### config.mk
export PLATFORM = sky130hd
export DESIGN_NAME = rv_exec_unit
export DESIGN_NICKNAME = d
export VERILOG_FILES = /design/src/rtl/rv_exec_pkg.sv /design/src/rtl/rv_exec_unit_muldiv.sv /design/src/rtl/rv_exec_unit.sv
export SDC_FILE = /design/constraint.sdc
export NUM_CORES = 1
export LEC_CHECK = 0
export CAP_MARGIN = 40
export CORE_ASPECT_RATIO = 1.4
export CORE_MARGIN = 2
export CORE_UTILIZATION = 53
export CTS_CLUSTER_DIAMETER = 50
export DETAILED_ROUTE_END_ITERATION = 12
export GPL_TIMING_DRIVEN = 0
export PLACE_DENSITY_LB_ADDON = 0.12
export SETUP_SLACK_MARGIN = 0.02
export SLEW_MARGIN = 20
export SYNTH_ARGS = -nofsm -noshare
export SYNTH_HDL_FRONTEND = slang
export SYNTH_SLANG_ARGS = --single-unit
### constraint.sdc
create_clock -name i_clk -period 5 [get_ports i_clk]
set_input_delay 0.5 -clock i_clk [delete_from_list [all_inputs] [get_ports i_clk]]
set_output_delay 0.5 -clock i_clk [all_outputs]
set_load 0.05 [all_outputs]
### src/rtl/rv_exec_pkg.sv
// Shared encodings and types for the RV32 execute stage and its mul/div engine.
package rv_exec_pkg;

    localparam logic [6:0] OPC_OP     = 7'b0110011;
    localparam logic [6:0] OPC_OP_IMM = 7'b0010011;
    localparam logic [6:0] OPC_BRANCH = 7'b1100011;
    localparam logic [6:0] OPC_LUI    = 7'b0110111;
    localparam logic [6:0] OPC_AUIPC  = 7'b0010111;
    localparam logic [6:0] OPC_JAL    = 7'b1101111;
    localparam logic [6:0] OPC_JALR   = 7'b1100111;

    localparam logic [6:0] F7_BASE   = 7'b0000000;
    localparam logic [6:0] F7_ALT    = 7'b0100000;
    localparam logic [6:0] F7_MULDIV = 7'b0000001;

    localparam logic [2:0] F3_ADD  = 3'b000;
    localparam logic [2:0] F3_SLL  = 3'b001;
    localparam logic [2:0] F3_SLT  = 3'b010;
    localparam logic [2:0] F3_SLTU = 3'b011;
    localparam logic [2:0] F3_XOR  = 3'b100;
    localparam logic [2:0] F3_SR   = 3'b101;
    localparam logic [2:0] F3_OR   = 3'b110;
    localparam logic [2:0] F3_AND  = 3'b111;

    localparam logic [2:0] F3_BEQ  = 3'b000;
    localparam logic [2:0] F3_BNE  = 3'b001;
    localparam logic [2:0] F3_BLT  = 3'b100;
    localparam logic [2:0] F3_BGE  = 3'b101;
    localparam logic [2:0] F3_BLTU = 3'b110;
    localparam logic [2:0] F3_BGEU = 3'b111;

    localparam logic [2:0] F3_MUL    = 3'b000;
    localparam logic [2:0] F3_MULH   = 3'b001;
    localparam logic [2:0] F3_MULHSU = 3'b010;
    localparam logic [2:0] F3_MULHU  = 3'b011;
    localparam logic [2:0] F3_DIV    = 3'b100;
    localparam logic [2:0] F3_DIVU   = 3'b101;
    localparam logic [2:0] F3_REM    = 3'b110;
    localparam logic [2:0] F3_REMU   = 3'b111;

    typedef enum logic [1:0] {IDLE, BUSY, DONE} exec_state_t;

    typedef enum logic [2:0] {
        CLS_ALU, CLS_BRANCH, CLS_JUMP, CLS_UPPER, CLS_MULDIV, CLS_ILLEGAL
    } op_class_t;

endpackage

### src/rtl/rv_exec_unit_muldiv.sv
// Iterative RV32M engine: shift-add multiply / restoring divide on magnitudes,
// one bit per cycle, signs restored from the registered result.
module rv_muldiv_iter import rv_exec_pkg::*; #(
    parameter int DATA_WIDTH = 32
) (
    input  logic                  i_clk,
    input  logic                  i_rst,
    input  logic                  i_start,
    input  logic [2:0]            i_func3,
    input  logic [DATA_WIDTH-1:0] i_a,
    input  logic [DATA_WIDTH-1:0] i_b,
    output logic                  o_done,
    output logic [DATA_WIDTH-1:0] o_result
);
    localparam int W  = DATA_WIDTH;
    localparam int CW = $clog2(DATA_WIDTH) + 1;

    logic          r_busy;
    logic [CW-1:0] r_cnt;
    logic [W-1:0]  r_hi, r_lo, r_b;
    logic [2:0]    r_f3;
    logic          r_neg_q, r_neg_r, r_bzero;

    logic          w_a_sgn, w_b_sgn, w_a_neg, w_b_neg, w_div;
    logic [W-1:0]  w_a_abs, w_b_abs, s_hi, s_lo, s_b, n_hi, n_lo;
    logic [W:0]    w_sum, w_rs, w_diff;

    assign w_a_sgn = (i_func3 == F3_MULH) || (i_func3 == F3_MULHSU) ||
                     (i_func3 == F3_DIV)  || (i_func3 == F3_REM);
    assign w_b_sgn = (i_func3 == F3_MULH) || (i_func3 == F3_DIV) || (i_func3 == F3_REM);
    assign w_a_neg = w_a_sgn & i_a[W-1];
    assign w_b_neg = w_b_sgn & i_b[W-1];
    assign w_a_abs = w_a_neg ? -i_a : i_a;
    assign w_b_abs = w_b_neg ? -i_b : i_b;

    // The start cycle already performs the first step so the total latency is W edges.
    assign s_hi  = i_start ? '0 : r_hi;
    assign s_lo  = i_start ? w_a_abs : r_lo;
    assign s_b   = i_start ? w_b_abs : r_b;
    assign w_div = i_start ? i_func3[2] : r_f3[2];

    assign w_sum  = {1'b0, s_hi} + (s_lo[0] ? {1'b0, s_b} : '0);
    assign w_rs   = {s_hi, s_lo[W-1]};
    assign w_diff = w_rs - {1'b0, s_b};

    always_comb begin
        n_hi = w_sum[W:1];
        n_lo = {w_sum[0], s_lo[W-1:1]};
        if (w_div) begin
            if (!w_diff[W]) begin
                n_hi = w_diff[W-1:0];
                n_lo = {s_lo[W-2:0], 1'b1};
            end else begin
                n_hi = w_rs[W-1:0];
                n_lo = {s_lo[W-2:0], 1'b0};
            end
        end
    end

    always_ff @(posedge i_clk) begin
        if (i_rst) begin
            r_busy <= 1'b0;
            r_cnt  <= '0;
        end else if (i_start) begin
            r_busy  <= 1'b1;
            r_cnt   <= CW'(1);
            r_hi    <= n_hi;
            r_lo    <= n_lo;
            r_b     <= w_b_abs;
            r_f3    <= i_func3;
            r_neg_q <= w_a_neg ^ w_b_neg;
            r_neg_r <= w_a_neg;
            r_bzero <= (i_b == '0);
        end else if (r_busy) begin
            if (r_cnt == CW'(W)) begin
                r_busy <= 1'b0;
            end else begin
                r_cnt <= r_cnt + CW'(1);
                r_hi  <= n_hi;
                r_lo  <= n_lo;
            end
        end
    end

    assign o_done = r_busy && (r_cnt == CW'(W));

    logic [2*W-1:0] w_prod, w_prod_s;
    logic [W-1:0]   w_quo, w_rem;

    assign w_prod   = {r_hi, r_lo};
    assign w_prod_s = r_neg_q ? -w_prod : w_prod;
    // Divide by zero yields all ones regardless of the dividend sign.
    assign w_quo    = r_bzero ? '1 : (r_neg_q ? -r_lo : r_lo);
    assign w_rem    = r_neg_r ? -r_hi : r_hi;

    always_comb begin
        o_result = w_prod_s[W-1:0];
        case (r_f3)
            F3_MULH, F3_MULHSU, F3_MULHU: o_result = w_prod_s[2*W-1:W];
            F3_DIV, F3_DIVU:              o_result = w_quo;
            F3_REM, F3_REMU:              o_result = w_rem;
            default:                      o_result = w_prod_s[W-1:0];
        endcase
    end

endmodule

### src/rtl/rv_exec_unit.sv
// RV32 execute stage: ALU, branch/jump targets, LUI/AUIPC, one instruction at a time.
// Define RV_M_EXT_EN to add RV32M via the iterative rv_muldiv_iter engine.
module rv_exec_unit import rv_exec_pkg::*; #(
    parameter int DATA_WIDTH = 32,
    parameter int SHAMT_W    = $clog2(DATA_WIDTH)
) (
    input  logic                  i_clk,
    input  logic                  i_rst,
    input  logic                  i_in_valid,
    output logic                  o_in_ready,
    input  logic [6:0]            i_opcode,
    input  logic [2:0]            i_func3,
    input  logic [6:0]            i_func7,
    input  logic [DATA_WIDTH-1:0] i_rs1_data,
    input  logic [DATA_WIDTH-1:0] i_rs2_data,
    input  logic [DATA_WIDTH-1:0] i_imm,
    input  logic [DATA_WIDTH-1:0] i_pc,
    output logic                  o_out_valid,
    input  logic                  i_out_ready,
    output logic [DATA_WIDTH-1:0] o_rd_data,
    output logic                  o_rf_we,
    output logic [DATA_WIDTH-1:0] o_pc_next,
    output logic                  o_illegal
);
    localparam int W = DATA_WIDTH;

    exec_state_t  r_state;
    logic [W-1:0] r_rd_data, r_pc_next;
    logic         r_rf_we, r_illegal;

    op_class_t    w_cls;
    logic         w_alt, w_taken, w_we;
    logic [W-1:0] w_b, w_alu, w_res, w_pcn, w_pc4, w_jt;
    logic [SHAMT_W-1:0] w_shamt;

    assign w_pc4   = i_pc + W'(4);
    assign w_b     = (i_opcode == OPC_OP) ? i_rs2_data : i_imm;
    assign w_shamt = w_b[SHAMT_W-1:0];
    assign w_jt    = i_rs1_data + i_imm;

    always_comb begin
        w_cls = CLS_ILLEGAL;
        w_alt = 1'b0;
        case (i_opcode)
            OPC_OP: begin
                if (i_func7 == F7_BASE) begin
                    w_cls = CLS_ALU;
                end else if (i_func7 == F7_ALT && (i_func3 == F3_ADD || i_func3 == F3_SR)) begin
                    w_cls = CLS_ALU;
                    w_alt = 1'b1;
                end
`ifdef RV_M_EXT_EN
                else if (i_func7 == F7_MULDIV) begin
                    w_cls = CLS_MULDIV;
                end
`endif
            end
            OPC_OP_IMM: begin
                // Only the shift forms constrain func7; there is no SUBI.
                if (i_func3 == F3_SLL) begin
                    if (i_func7 == F7_BASE) w_cls = CLS_ALU;
                end else if (i_func3 == F3_SR) begin
                    if (i_func7 == F7_BASE) begin
                        w_cls = CLS_ALU;
                    end else if (i_func7 == F7_ALT) begin
                        w_cls = CLS_ALU;
                        w_alt = 1'b1;
                    end
                end else begin
                    w_cls = CLS_ALU;
                end
            end
            OPC_BRANCH:         if (i_func3 != 3'b010 && i_func3 != 3'b011) w_cls = CLS_BRANCH;
            OPC_JAL:            w_cls = CLS_JUMP;
            OPC_JALR:           if (i_func3 == 3'b000) w_cls = CLS_JUMP;
            OPC_LUI, OPC_AUIPC: w_cls = CLS_UPPER;
            default:            w_cls = CLS_ILLEGAL;
        endcase
    end

    always_comb begin
        w_alu = '0;
        case (i_func3)
            F3_ADD:  w_alu = w_alt ? (i_rs1_data - w_b) : (i_rs1_data + w_b);
            F3_SLL:  w_alu = i_rs1_data << w_shamt;
            F3_SLT:  w_alu = W'($signed(i_rs1_data) < $signed(w_b));
            F3_SLTU: w_alu = W'(i_rs1_data < w_b);
            F3_XOR:  w_alu = i_rs1_data ^ w_b;
            F3_SR:   w_alu = w_alt ? $unsigned($signed(i_rs1_data) >>> w_shamt)
                                   : (i_rs1_data >> w_shamt);
            F3_OR:   w_alu = i_rs1_data | w_b;
            F3_AND:  w_alu = i_rs1_data & w_b;
            default: w_alu = '0;
        endcase
    end

    always_comb begin
        w_taken = 1'b0;
        case (i_func3)
            F3_BEQ:  w_taken = (i_rs1_data == i_rs2_data);
            F3_BNE:  w_taken = (i_rs1_data != i_rs2_data);
            F3_BLT:  w_taken = ($signed(i_rs1_data) < $signed(i_rs2_data));
            F3_BGE:  w_taken = !($signed(i_rs1_data) < $signed(i_rs2_data));
            F3_BLTU: w_taken = (i_rs1_data < i_rs2_data);
            F3_BGEU: w_taken = !(i_rs1_data < i_rs2_data);
            default: w_taken = 1'b0;
        endcase
    end

    always_comb begin
        w_res = '0;
        w_we  = 1'b0;
        w_pcn = w_pc4;
        case (w_cls)
            CLS_ALU: begin
                w_res = w_alu;
                w_we  = 1'b1;
            end
            CLS_BRANCH: if (w_taken) w_pcn = i_pc + i_imm;
            CLS_JUMP: begin
                w_res = w_pc4;
                w_we  = 1'b1;
                w_pcn = (i_opcode == OPC_JALR) ? {w_jt[W-1:1], 1'b0} : (i_pc + i_imm);
            end
            CLS_UPPER: begin
                w_res = ((i_opcode == OPC_LUI) ? '0 : i_pc) + (i_imm << 12);
                w_we  = 1'b1;
            end
            default: ;
        endcase
    end

`ifdef RV_M_EXT_EN
    logic         w_md_start, w_md_done;
    logic [W-1:0] w_md_res;

    assign w_md_start = !i_rst && (r_state == IDLE) && i_in_valid && (w_cls == CLS_MULDIV);

    rv_muldiv_iter #(.DATA_WIDTH(DATA_WIDTH)) u_muldiv (
        .i_clk    (i_clk),
        .i_rst    (i_rst),
        .i_start  (w_md_start),
        .i_func3  (i_func3),
        .i_a      (i_rs1_data),
        .i_b      (i_rs2_data),
        .o_done   (w_md_done),
        .o_result (w_md_res)
    );
`endif

    always_ff @(posedge i_clk) begin
        if (i_rst) begin
            r_state   <= IDLE;
            r_rd_data <= '0;
            r_rf_we   <= 1'b0;
            r_pc_next <= '0;
            r_illegal <= 1'b0;
        end else begin
            case (r_state)
                IDLE: if (i_in_valid) begin
                    r_pc_next <= w_pcn;
`ifdef RV_M_EXT_EN
                    if (w_cls == CLS_MULDIV) begin
                        r_state <= BUSY;
                    end else
`endif
                    begin
                        r_rd_data <= w_res;
                        r_rf_we   <= w_we;
                        r_illegal <= (w_cls == CLS_ILLEGAL);
                        r_state   <= DONE;
                    end
                end
`ifdef RV_M_EXT_EN
                BUSY: if (w_md_done) begin
                    r_rd_data <= w_md_res;
                    r_rf_we   <= 1'b1;
                    r_illegal <= 1'b0;
                    r_state   <= DONE;
                end
`endif
                DONE:    if (i_out_ready) r_state <= IDLE;
                default: r_state <= IDLE;
            endcase
        end
    end

    assign o_in_ready  = !i_rst && (r_state == IDLE);
    assign o_out_valid = (r_state == DONE);
    assign o_rd_data   = r_rd_data;
    assign o_rf_we     = r_rf_we;
    assign o_pc_next   = r_pc_next;
    assign o_illegal   = r_illegal;

endmodule

==> results of run 1 <==
[Yosys cell counts, types with 13 or more instances]
| cell | number | share of area, % |
|---|---|---|
| a21oi_1 | 295 | 8.4 |
| nor2_1 | 253 | 5.4 |
| ha_1 | 203 | 14 |
| o21ai_0 | 198 | 5.6 |
| nand2_1 | 197 | 4.2 |
| inv_1 | 142 | 3.0 |
| clkbuf_1 | 121 | 2.6 |
| a21o_1 | 95 | 4.1 |
| xnor2_1 | 87 | 4.3 |
| mux2i_1 | 76 | 4.3 |
| nand3_1 | 73 | 2.1 |
| nor3_1 | 70 | 2.0 |
| dfxtp_1 | 67 | 7.6 |
| a211oi_1 | 54 | 2.3 |
| a31oi_1 | 45 | 1.6 |
| xor2_1 | 45 | 2.2 |
| o211ai_1 | 43 | 1.8 |
| o21bai_1 | 32 | 1.4 |
| and2_1 | 30 | 1.1 |
| and3_1 | 26 | 0.92 |
| a221o_1 | 25 | 1.4 |
| a221oi_1 | 24 | 1.2 |
| nor2b_1 | 22 | 0.78 |
| buf_2 | 21 | 0.60 |
| nand2b_1 | 21 | 0.75 |
| nand4_1 | 21 | 0.75 |
| mux2_2 | 19 | 1.2 |
| o22ai_1 | 19 | 0.68 |
| o31ai_1 | 19 | 0.81 |
| a311oi_1 | 18 | 0.90 |
| a222oi_1 | 16 | 0.91 |
| buf_1 | 15 | 0.32 |
| o21a_1 | 14 | 0.60 |
| a22oi_1 | 13 | 0.55 |
| o221ai_1 | 13 | 0.65 |
| or3_1 | 13 | 0.46 |
[per-layer routing]
layer	global-route usage, %	GRT overflow
met5	9.97	0
met4	74.1	40
met3	46.9	1
met2	90.3	26
met1	69.5	0
[kinds of logic after synthesis]
| kind of cell | count (synthesis) | share of synthesized area (%) |
|---|---|---|
| compound gates | 1013 | 37.6 |
| simple gates | 779 | 20.9 |
| buf+inv | 306 | 6.74 |
| fa+ha+maj | 207 | 14.9 |
| xor+xnor | 132 | 6.57 |
| mux | 96 | 5.66 |
| flops | 67 | 7.62 |
[per-stage QoR]
step           hold WS [ns]  worst slack, ns  area [um2]  std cells
3_5_place_dp          0.458            -2.54       20400       3274
3_3_place_gp          0.447            -2.59       20300       3259
4_1_cts               0.484          0.00927       21300       3295
2_1_floorplan         0.674           0.0271       17600       2600
[timing repair]
item                       in CTS
setup buffers                  17
pin swaps                      24
gates resized for setup       117
setup endpoints to repair      62
==> flow_metrics.env, run 1 <==
export IMPL_cts_made_buffers=9
export IMPL_error="[ERROR GRT-0116] Global routing finished with congestion. Check the congestion regions in the DRC Viewer."
export IMPL_grt_usage_pct=69.7
export IMPL_syn_avg_cell_area_um2=6.77
export IMPL_synth_seq_area_share_pct=7.62
export IMPL_synth_seq_cells=67
export IMPL_die_w_um=158
export IMPL_die_h_um=220
export IMPL_synth_cells=2600
export IMPL_top_level_ports=217
export IMPL_grt_first_pass_wirelength_mm=179
export IMPL_yosys_warnings=0
export IMPL_cts_hold_buf=0
export IMPL_synth_edf_count=0
export IMPL_run_status="did not finish"
export IMPL_start_util_pct=53.3
export IMPL_syn_area_um2=17600
export IMPL_dpl_hpwl_mm=85.2
export IMPL_grt_pass1_vias=26099
export IMPL_clock_sinks=67
export IMPL_portBuffers=214
export IMPL_place_congestion=1.29
export IMPL_haltStage="5_1_grt"
export IMPL_htreeDepth=3
export IMPL_cts_root_buffer="clkbuf_16"
export IMPL_ys_async_sr_fraction_pct=0
export IMPL_grt_start_max_net_pins=20
export IMPL_synth_flop_cell="dfxtp_1"
export IMPL_synth_cell_types=89
export IMPL_gr_total_overflow=67
export IMPL_clock_path_buffers=2
export IMPL_placement_rows=79
export IMPL_synth_nets=2956
==> run 2: changes to the inputs <==
- CORE_ASPECT_RATIO: 1.4 -> default
- CORE_UTILIZATION: 53 -> 40
- CTS_CLUSTER_DIAMETER: 50 -> default
- PLACE_DENSITY_LB_ADDON: 0.12 -> 0.15
- SETUP_SLACK_MARGIN: 0.02 -> default
- clock period: 5 -> 6.5 ns (I/O delays scaled with it)
==> flow_metrics.env, run 2 <==
export IMPL_run_status="complete, but fails checks"
export IMPL_failed_checks="setup timing"
export IMPL_final_common_cell="a21oi_1"
export IMPL_hold_class="flop to flop"
export IMPL_synth_edf_count=0
export IMPL_drtPass1Iterations=8
export IMPL_max_freq_ghz=0.153
export IMPL_synth_seq_cells=67
export IMPL_multi_input_area_um2=15100
export IMPL_ys_top_cells_by_count="a21oi_1, nor2_1, ha_1"
export IMPL_final_cell_mix="a21oi_1, nor2_1, clkdlybuf4s50_1"
export IMPL_fillers=4422
export IMPL_clock_latency_ns=0.37
export IMPL_grt_first_pass_wirelength_mm=163
export IMPL_syn_avg_cell_area_um2=6.77
export IMPL_setup_ws_ns=-0.0201
export IMPL_cts_tree="built"
export IMPL_yosys_area_top_type_share_pct=14.4
export IMPL_synth_flop_cell="dfxtp_1"
export IMPL_grt_pass1_vias=22707
export IMPL_syn_area_um2=17600
export IMPL_drv_cap=0
export IMPL_area_growth_synth_to_final_pct=20.0
export IMPL_maxSlewHeadroom_pct=31.4
export IMPL_die_w_um=214
export IMPL_wl_per_cell_um=34.0
export IMPL_ir_drop_v=0.000155
export IMPL_synth_area_top_cells="ha_1, a21oi_1, dfxtp_1, o21ai_0, nor2_1"
export IMPL_grt_start_max_net_pins=20
export IMPL_critical_path_slowest_cell="nor4_1"
export IMPL_synth_most_common_cell="a21oi_1"
export IMPL_antenna_found_initial=2
export IMPL_nets=3204
export IMPL_drv_slew=0
export IMPL_fin_util_pct=48.8
export IMPL_crit_chain="clkdlybuf4s50_1 -> nor4b_4 -> nand3_4 -> clkbuf_1 -> buf_6 -> clkbuf_1 -> nor2_1 -> a21o_1 -> inv_1 -> ha_1 -> nor4_1 -> nand2_1 -> or4_4 -> a2111oi_4 -> o41ai_1 -> xnor2_1 -> o21ai_0 -> nand3_1"
export IMPL_crit_path_start_kind="primary input"
export IMPL_cts_made_buffers=9
export IMPL_vias=24232
export IMPL_detail_route_antenna_nets=0
export IMPL_coreArea_um2=43300
export IMPL_cellPowerDensity_nw_per_um2=136
export IMPL_placement_rows=76
export IMPL_drc=0
export IMPL_path_class="primary input to flop"
export IMPL_hold_violations=0
export IMPL_crit_required_ns=6.73
export IMPL_r2r_slack_ns=2.62
export IMPL_vias_per_cell=7.04
export IMPL_cts_hold_buf=0
export IMPL_clock_skew_final_ns=0.00634
export IMPL_die_h_um=214
export IMPL_portBuffers=214
export IMPL_finalSetupTns_ns=-0.0201
export IMPL_die_area_um2=45700
export IMPL_place_congestion=1.13
export IMPL_path_delay_family="simple AND/OR/NAND/NOR gates"
export IMPL_placedCellCount=3420
export IMPL_clock_path_buffers=2
export IMPL_register_area_um2=1340
export IMPL_drt_initial_drc_count=3634
export IMPL_r2r_start="r_state[1]"
export IMPL_ys_async_sr_fraction_pct=0
export IMPL_period_needed_ns=6.52
export IMPL_routed_wl_mm=117
export IMPL_yosys_warnings=0
export IMPL_setup_viol=1
export IMPL_worst_path_max_fanout=10
export IMPL_endpoint_kind="flop"
export IMPL_startpoint="i_opcode[3]"
export IMPL_max_slew_worst_pin_slew_ns=1.03
export IMPL_rsz0062_at_grt="no"
export IMPL_min_period_over_period_pct=100
export IMPL_hold_start="o_rf_we"
export IMPL_synth_top_area_cell="ha_1"
export IMPL_cpMostUsedCell="clkbuf_1"
export IMPL_start_util_pct=40.7
export IMPL_crit_buf_inv=5
export IMPL_fin_cells=3442
export IMPL_synth_nets=2956
export IMPL_synth_seq_area_share_pct=7.62
export IMPL_grt_usage_pct=50.4
export IMPL_dpl_hpwl_mm=95.9
export IMPL_drive_gt1_share_pct=4.77
export IMPL_top_level_ports=217
export IMPL_synth_cell_types=89
export IMPL_clock_sinks=67
export IMPL_gr_total_overflow=0
export IMPL_cp_slowest_stage_delay_ns=0.90
export IMPL_htreeDepth=3
export IMPL_cts_root_buffer="clkbuf_16"
export IMPL_postCtsSetupRepairBufs=0
export IMPL_clk_pin_slew_worst_paths_ns=0.06
export IMPL_worstPathArrival_ns=6.75
export IMPL_p_leak_nw=8.83
export IMPL_synth_cells=2600
[run 2: worst paths after layout]
check,to,cells past startpoint
worst min-delay path,o_rf_we,2
worst max-delay path,o_rd_data[23],18
worst min register to register,o_rf_we,2
worst max register to register,o_rd_data[18],8
[run 2: cells by family (layout without fill, tap and decap cells)]
family	Yosys count	count (layout)	synth area share [%]
buffers and inverters	306	559	6.74
xor gates and xnor gates	132	132	6.57
other	0	4	0
muxes	96	96	5.66
and+or+nand+nor	779	779	20.9
adders and majority gates	207	207	14.9
AOI/OAI and AO/OA	1013	1013	37.6
DFF	67	67	7.62
[run 2: layer usage]
layer  track usage (%)  part of all wire, %  vias to the layer above
met5              1.94                0.011                        -
met4              38.8                  9.3                        2
met3              19.8                   13                      583
met2              73.0                   40                     1982
met1              59.3                   37                    11455
li1                  -                    -                    10210
[run 2: worst register-to-register path: stages, from the launching register on]
cell and delay (ns):
dfxtp_1 0.34, nor2b_1 0.68, nand3_1 0.19, buf_2 0.28
nor2_1 0.62, nand2_1 0.64, a31oi_1 0.44, o221ai_1 0.40
o211ai_1 0.22
[run 2: metrics by stage]
stage	hold slack (ns)	instance area, um2	power [mW]	setup slack [ns]
after floorplan	0.674	17600	1.51	1.30
after global placement	0.478	20500	2.22	-1.35
after detailed placement	0.477	20700	2.24	-1.33
after CTS	0.485	21000	2.75	0.0500
after global routing	0.512	21100	2.96	0.0308
final	0.495	21100	2.88	-0.0201
[run 2: repair_timing]
| item | in CTS | in global routing |
|---|---|---|
| endpoints found under the hold margin | 0 | 0 |
| endpoints found under the setup margin | 19 | 13 |
| resized for setup | 10 | 15 |
[run 2: cell type report]
cell class              instances  share of cell area (%)
clock inverters                 7                   0.326
clock buffers                   9                    1.07
multi-input cells            2227                    71.6
inverters                     146                    2.59
diodes                          4                  0.0474
repair buffers                246                    11.6
flip-flops and latches         67                    6.35
plain buffers                 151                    2.92
well taps                     585                    3.46
[run 2: power breakdown]
group          switching (mW)  leakage, nW  total (mW)  internal, mW
sequential             0.0124        0.549       0.443         0.430
combinational            1.29         8.14        1.91         0.628
clock                   0.226        0.141       0.522         0.296
total                    1.52         8.83        2.88          1.35
Note: power is estimated with default switching activity, not from simulation.
